File: src/rtl/seg7_scan_if.sv
// Bus between a multiplexed 7-segment display driver and the scan decoder.
// SEG7_DP_EN adds the decimal-point input and the per-digit point mask.
interface seg7_scan_if #(
    parameter int unsigned NDIG = 4
);
    logic [6:0]        seg_in;
    logic [NDIG-1:0]   dig_en;
    logic [4*NDIG-1:0] value;
    logic              value_valid;
    logic [NDIG-1:0]   blank_mask;
    logic              pat_err;
`ifdef SEG7_DP_EN
    logic              seg_dp;
    logic [NDIG-1:0]   dp_mask;

    modport master (
        output seg_in, dig_en, seg_dp,
        input  value, value_valid, blank_mask, pat_err, dp_mask
    );
    modport slave (
        input  seg_in, dig_en, seg_dp,
        output value, value_valid, blank_mask, pat_err, dp_mask
    );
`else
    modport master (
        output seg_in, dig_en,
        input  value, value_valid, blank_mask, pat_err
    );
    modport slave (
        input  seg_in, dig_en,
        output value, value_valid, blank_mask, pat_err
    );
`endif
endinterface

File: src/rtl/seg7_scan_decoder.sv
// Reads back a multiplexed active-low 7-segment display and rebuilds the shown hex frame.
// Define SEG7_DP_EN to also capture the decimal point of each digit.
module seg7_scan_decoder #(
    parameter int unsigned NDIG       = 4,
    parameter int unsigned STABLE_CYC = 8
) (
    input logic          clk,
    input logic          rst_n,
    seg7_scan_if.slave   bus
);
    localparam int unsigned IdxW = $clog2(NDIG);
`ifdef SEG7_DP_EN
    localparam int unsigned PatW = 8;
`else
    localparam int unsigned PatW = 7;
`endif
    localparam logic [7:0] StableCyc = 8'(STABLE_CYC);

    typedef enum logic [1:0] {StIdle, StSettle, StHeld} state_e;

    logic [PatW-1:0] pat_in;
`ifdef SEG7_DP_EN
    assign pat_in = {bus.seg_dp, bus.seg_in};
`else
    assign pat_in = bus.seg_in;
`endif

    logic [PatW-1:0]        pat_s1_q, pat_s2_q;
    logic [NDIG-1:0]        dig_s1_q, dig_s2_q;
    state_e                 state_q, state_d;
    logic [IdxW-1:0]        idx_q, idx_d;
    logic [PatW-1:0]        pat_q, pat_d;
    logic [NDIG-1:0]        dig_q, dig_d;
    logic [7:0]             cnt_q, cnt_d;
    logic [NDIG-1:0]        captured_q, captured_d;
    logic [NDIG-1:0][3:0]   shadow_q;
    logic [NDIG-1:0]        blank_sh_q;
    logic [4*NDIG-1:0]      value_q;
    logic [NDIG-1:0]        blank_q;
    logic                   valid_q;
    logic                   perr_q;

    logic [NDIG-1:0] dig_act;
    logic            one_hot;
    logic [IdxW-1:0] dig_idx;
    logic            changed;
    logic            accept;
    logic            code_ok;
    logic            code_blank;
    logic [3:0]      code_nib;
    logic            frame_done;

    assign dig_act = ~dig_s2_q;
    assign one_hot = (dig_act != '0) && ((dig_act & (dig_act - NDIG'(1))) == '0);
    assign changed = (dig_s2_q != dig_q) || (pat_s2_q != pat_q);

    always_comb begin
        dig_idx = '0;
        for (int unsigned i = 0; i < NDIG; i++) begin
            if (dig_act[i]) dig_idx = IdxW'(i);
        end
    end

    // Leaving IDLE, a change in SETTLE and a change in HELD all follow the same rule.
    always_comb begin
        state_d = state_q;
        idx_d   = idx_q;
        pat_d   = pat_q;
        dig_d   = dig_q;
        cnt_d   = cnt_q;
        accept  = 1'b0;
        if ((state_q == StIdle) || changed) begin
            dig_d = dig_s2_q;
            pat_d = pat_s2_q;
            if (one_hot) begin
                state_d = StSettle;
                idx_d   = dig_idx;
                cnt_d   = 8'd1;
            end else begin
                state_d = StIdle;
            end
        end else if (state_q == StSettle) begin
            if (cnt_q < StableCyc) cnt_d = cnt_q + 8'd1;
            if (cnt_q >= StableCyc - 8'd1) begin
                accept  = 1'b1;
                state_d = StHeld;
            end
        end
    end

    always_comb begin
        code_ok    = 1'b1;
        code_blank = 1'b0;
        code_nib   = 4'h0;
        case (pat_q[6:0])
            7'b1000000: code_nib = 4'h0;
            7'b1111001: code_nib = 4'h1;
            7'b0100100: code_nib = 4'h2;
            7'b0110000: code_nib = 4'h3;
            7'b0011001: code_nib = 4'h4;
            7'b0010010: code_nib = 4'h5;
            7'b0000010: code_nib = 4'h6;
            7'b1111000: code_nib = 4'h7;
            7'b0000000: code_nib = 4'h8;
            7'b0010000: code_nib = 4'h9;
            7'b0001000: code_nib = 4'hA;
            7'b0000011: code_nib = 4'hB;
            7'b0100111: code_nib = 4'hC;
            7'b0100001: code_nib = 4'hD;
            7'b0000110: code_nib = 4'hE;
            7'b1111111: begin
                code_nib   = 4'hF;
                code_blank = 1'b1;
            end
            default:    code_ok = 1'b0;
        endcase
    end

    // A digit accepted on the frame-complete cycle belongs to the next frame.
    assign frame_done = &captured_q;
    always_comb begin
        captured_d = frame_done ? '0 : captured_q;
        if (accept && code_ok) captured_d[idx_q] = 1'b1;
    end

    always_ff @(posedge clk or negedge rst_n) begin
        if (!rst_n) begin
            pat_s1_q   <= '1;
            pat_s2_q   <= '1;
            dig_s1_q   <= '1;
            dig_s2_q   <= '1;
            state_q    <= StIdle;
            idx_q      <= '0;
            pat_q      <= '0;
            dig_q      <= '1;
            cnt_q      <= '0;
            captured_q <= '0;
            shadow_q   <= '0;
            blank_sh_q <= '0;
            value_q    <= '0;
            blank_q    <= '0;
            valid_q    <= 1'b0;
            perr_q     <= 1'b0;
        end else begin
            pat_s1_q   <= pat_in;
            pat_s2_q   <= pat_s1_q;
            dig_s1_q   <= bus.dig_en;
            dig_s2_q   <= dig_s1_q;
            state_q    <= state_d;
            idx_q      <= idx_d;
            pat_q      <= pat_d;
            dig_q      <= dig_d;
            cnt_q      <= cnt_d;
            captured_q <= captured_d;
            if (accept && code_ok) begin
                shadow_q[idx_q]   <= code_nib;
                blank_sh_q[idx_q] <= code_blank;
            end
            if (frame_done) begin
                value_q <= shadow_q;
                blank_q <= blank_sh_q;
            end
            valid_q <= frame_done;
            perr_q  <= accept && !code_ok;
        end
    end

`ifdef SEG7_DP_EN
    logic [NDIG-1:0] dp_sh_q, dp_q;

    always_ff @(posedge clk or negedge rst_n) begin
        if (!rst_n) begin
            dp_sh_q <= '0;
            dp_q    <= '0;
        end else begin
            if (accept && code_ok) dp_sh_q[idx_q] <= ~pat_q[PatW-1];
            if (frame_done) dp_q <= dp_sh_q;
        end
    end

    assign bus.dp_mask = dp_q;
`endif

    assign bus.value       = value_q;
    assign bus.blank_mask  = blank_q;
    assign bus.value_valid = valid_q;
    assign bus.pat_err     = perr_q;
endmodule

File: src/flat_wrapper.sv
// flat-port wrapper written by rule: the top's interface ports become plain ports
module seg7_scan_decoder_flat 
#(
    parameter int unsigned NDIG       = 4,
    parameter int unsigned STABLE_CYC = 8
)
  (clk, rst_n, bus_seg_in, bus_dig_en, bus_value, bus_value_valid, bus_blank_mask, bus_pat_err);
  seg7_scan_if #(.NDIG(NDIG)) bus_i ();
  input logic clk;
  input logic rst_n;
  input wire logic [$bits(bus_i.seg_in)-1:0] bus_seg_in;
  input wire logic [$bits(bus_i.dig_en)-1:0] bus_dig_en;
  output wire logic [$bits(bus_i.value)-1:0] bus_value;
  output wire logic [$bits(bus_i.value_valid)-1:0] bus_value_valid;
  output wire logic [$bits(bus_i.blank_mask)-1:0] bus_blank_mask;
  output wire logic [$bits(bus_i.pat_err)-1:0] bus_pat_err;
  assign bus_i.seg_in = bus_seg_in;
  assign bus_i.dig_en = bus_dig_en;
  assign bus_value = bus_i.value;
  assign bus_value_valid = bus_i.value_valid;
  assign bus_blank_mask = bus_i.blank_mask;
  assign bus_pat_err = bus_i.pat_err;
  seg7_scan_decoder #(.NDIG(NDIG), .STABLE_CYC(STABLE_CYC)) u_core (.clk(clk), .rst_n(rst_n), .bus(bus_i));
endmodule
File: config.mk
export PLATFORM = sky130hd
export DESIGN_NAME = seg7_scan_decoder_flat
export DESIGN_NICKNAME = d
export VERILOG_FILES = /design/src/rtl/seg7_scan_if.sv /design/src/rtl/seg7_scan_decoder.sv /design/src/flat_wrapper.sv
export SDC_FILE = /design/constraint.sdc
export NUM_CORES = 1
export LEC_CHECK = 0
export ABC_AREA = 1
export CORE_AREA = 2 2 109 111
export DETAILED_ROUTE_END_ITERATION = 10
export DIE_AREA = 0 0 111 113
export MAX_ROUTING_LAYER = met4
export PLACE_DENSITY_LB_ADDON = 0.3
export SYNTH_ARGS = -nofsm -noshare
export SYNTH_HDL_FRONTEND = slang
export SYNTH_SLANG_ARGS = --single-unit
File: constraint.sdc
create_clock -name clk -period 2.3 [get_ports clk]
set_input_delay 0.345 -clock clk [delete_from_list [all_inputs] [get_ports clk]]
set_output_delay 0.345 -clock clk [all_outputs]
set_load 0.02 [all_outputs]
==> qor.txt <==
outcome: complete, but fails checks
CTS HTree Levels: 3
Min Clock Period, post-route: 1.910 ns
DRC: 0
vias per std cell: 4.563
synth warn: 0
first-pass GRT wire length: 12610 um
Routed WL per cell: 11.64 um
hold slack: -0.006181 ns
Highest Clock Rate: 523.6 MHz
fin util: 41.15%
Initial Utilization: 34.79%
DIE AREA: 12540 um^2
CTS tree: yes
Clk pin slew, worst setup/hold paths: 0.06 ns
TNS Setup: 0 ns
Slew HR: 62.05%
detailed-route via count: 2829
Mapped Cells: 445
max cap viols: 0
Routed Antenna Nets: 0
share of layout cells above drive strength 1: 12.79%
Setup CP Type: flip-flop to flip-flop
IO Pins: 35
met3 wire length: 304 um
maximum vdd drop: 0.5608 mV
antenna violations before repair: 0
pin count of the biggest net entering global routing: 49
wl on met1: 3257 um
Root Driver: clkbuf_16
pwr/cell area: 707.4 nW/um^2
Crit. End Element: flip-flop
PortBufs: 34
fin nets: 486
critical path arrival: 2.14 ns
Top Metal Used: met4
Post-Syn Nets: 459
# setup viols final: 0
max-slew violations: 0
Worst Path Required: 2.53 ns
CTS Hold Bufs: 0
synthesized area: 3921 um^2
fillers: 1134
Yosys cell types: 28
Final Hold Fails: 10
top post-synthesis cells by area: dfrtp_1 41%, dfstp_2 17%, nand2_1 16%, nor2_1 4.7%, nand4_1 4.0%
Chip Height: 113 um
crit path launch type: flip-flop
Hold Crit Class: input port to async pin
WL met2: 3496 um
failing checks: hold timing
FF/Latch Area: 2310 um^2
Resize count post-CTS: 0
die width: 111 um
detailed placement HPWL: 5185 um
P&R area growth vs syn: 18.28%
clk sink count: 91
most common cell after layout, fill and taps aside: nand2_1
sequential share of the synthesized area: 58.90%
area fraction of the dominant cell type after synthesis: 41.48%
ANT cells: 0
syn avg cell area: 8.812 um^2
Post-Place Cells: 604
GRT Residual Overflow: 0
TritonCTS Buffers: 9
RSZ-0062 raised after global routing: false
register bit total from synthesis: 91
Iter 0 DRT Violations: 169
WL final: 7218 um
clk_skew: 0.007075 ns
CP max FO: 24
Multi-input gate area: 1363 um^2
Tcrit/Tclk final: 83.04%
clk_lat worst skew: 0.34 ns
Leak: 2.350 nW
vias in the first global route: 2765
Non-Filler Instances: 620
Core ar.: 11270 um^2
CTS max path bufs: 2
setup bufs post-CTS: 0
largest area contributor in the netlist: dfrtp_1
gr usage total: 13.02%
commonest non-fill, non-tap cells in the layout: 167 x nand2_1, 65 x dfrtp_1, 49 x nor2_1
Slew @ Worst Pin: 0.5686 ns
Pre-antenna DRT Iters: 4
row count: 39
routability congestion estimate from global placement: 0.8427
per-stage QoR:
step / instance area [um^2] / worst slack [ns] / power [mW]
after CTS: 4638 / 0.3803 / 3.339
final: 4638 / 0.3902 / 3.281
after detailed placement: 4359 / 0.3876 / 1.914
after global placement: 4359 / 0.4294 / 1.908
after global routing: 4638 / 0.2158 / 3.434
after floorplan: 3921 / 0.7396 / 1.838
worst paths after layout:
| kind | from | end | slack (ns) | depth (start not counted) |
|---|---|---|---|---|
| worst max-delay path | u_core.dig_s2_q[1]$_DFF_PN1_ | u_core.shadow_q[12]$_DFFE_PN0P_ | 0.39 | 11 |
| worst max register to register | u_core.dig_s2_q[1]$_DFF_PN1_ | u_core.shadow_q[12]$_DFFE_PN0P_ | 0.39 | 11 |
| worst min register to register | u_core.dig_s1_q[2]$_DFF_PN1_ | u_core.dig_s2_q[2]$_DFF_PN1_ | 0.35 | 0 |
| min in group clk | u_core.dig_s1_q[2]$_DFF_PN1_ | u_core.dig_s2_q[2]$_DFF_PN1_ | 0.35 | 0 |
| worst min-delay path | rst_n | u_core.captured_q[0]$_DFF_PN0_ | -0.006 | 1 |
| max in group asynchronous | rst_n | u_core.dig_s1_q[2]$_DFF_PN1_ | 1.60 | 2 |
where the power goes:
group          switching, mW  leakage [nW]  internal (mW)
logic                  0.131          1.06         0.0607
clock network          0.560         0.135          0.837
registers             0.0340          1.15           1.66
cell type report:
type / count / area share (%)
Clock inverter: 3 / 0.8363
Timing Repair Buffer: 36 / 7.877
Clock buffer: 13 / 5.179
Tap cell: 143 / 3.858
Sequential cell: 91 / 49.80
Multi-Input combinational cell: 296 / 29.38
Inverter: 38 / 3.075
cell usage after synthesis:
cell,instances
nand2_1,167
nor2_1,49
nor3_2,1
nor3_1,2
nand2_2,1
nor2_4,1
clkbuf_1,15
nor2_8,1
nand4_1,25
xnor2_1,6
o21ai_0,5
nand3_2,5
a21oi_1,4
nand3_1,17
xor2_1,1
nand2_4,2
nand3_4,1
nor4_1,1
buf_6,4
dfrtp_1,65
and2_1,1
nor2_2,5
clkinv_1,1
dfstp_2,26
inv_2,4
buf_2,1
ha_1,1
inv_1,33
routing by layer:
layer  up-vias  GRT usage [%]
met4         0          6.000
li1       1442              -
met2        49          21.64
met3        12          3.589
met1      1326          14.74
met5         -              -
flip-flops by register name, indices dropped and copies added (netlist names), 2 cells and up:
name and flops:
u_core.pat_s1_q 7, u_core.cnt_q 8, u_core.dig_s2_q 4, u_core.bus.blank_mask 4, u_core.bus.value 16, u_core.blank_sh_q 4
u_core.state_q 2, u_core.pat_s2_q 7, u_core.dig_s1_q 4, u_core.idx_q 2, u_core.dig_q 4, u_core.pat_q 7
u_core.captured_q 4, u_core.shadow_q 16
worst max-delay path, stage by stage (launching register included):
cell,delay [ns]
dfstp_2,0.58
inv_2,0.05
nand2_1,0.07
nand2_1,0.05
clkinv_1,0.04
nand2_1,0.05
nor2_2,0.12
nand3_4,0.14
nor2_8,0.30
nand3_2,0.24
nand2_1,0.11
nand2_1,0.05
cell families (layout without fill, tap and decap cells):
group,count (synthesis),after routing,share of synthesized area [%]
xor+xnor,7,7,1.564
flops,91,91,58.90
compound gates,9,9,1.149
simple gates,279,279,31.72
fa+ha+maj,1,1,0.3190
buf+inv,58,90,6.349
Note: power is estimated with default switching activity, not from simulation.
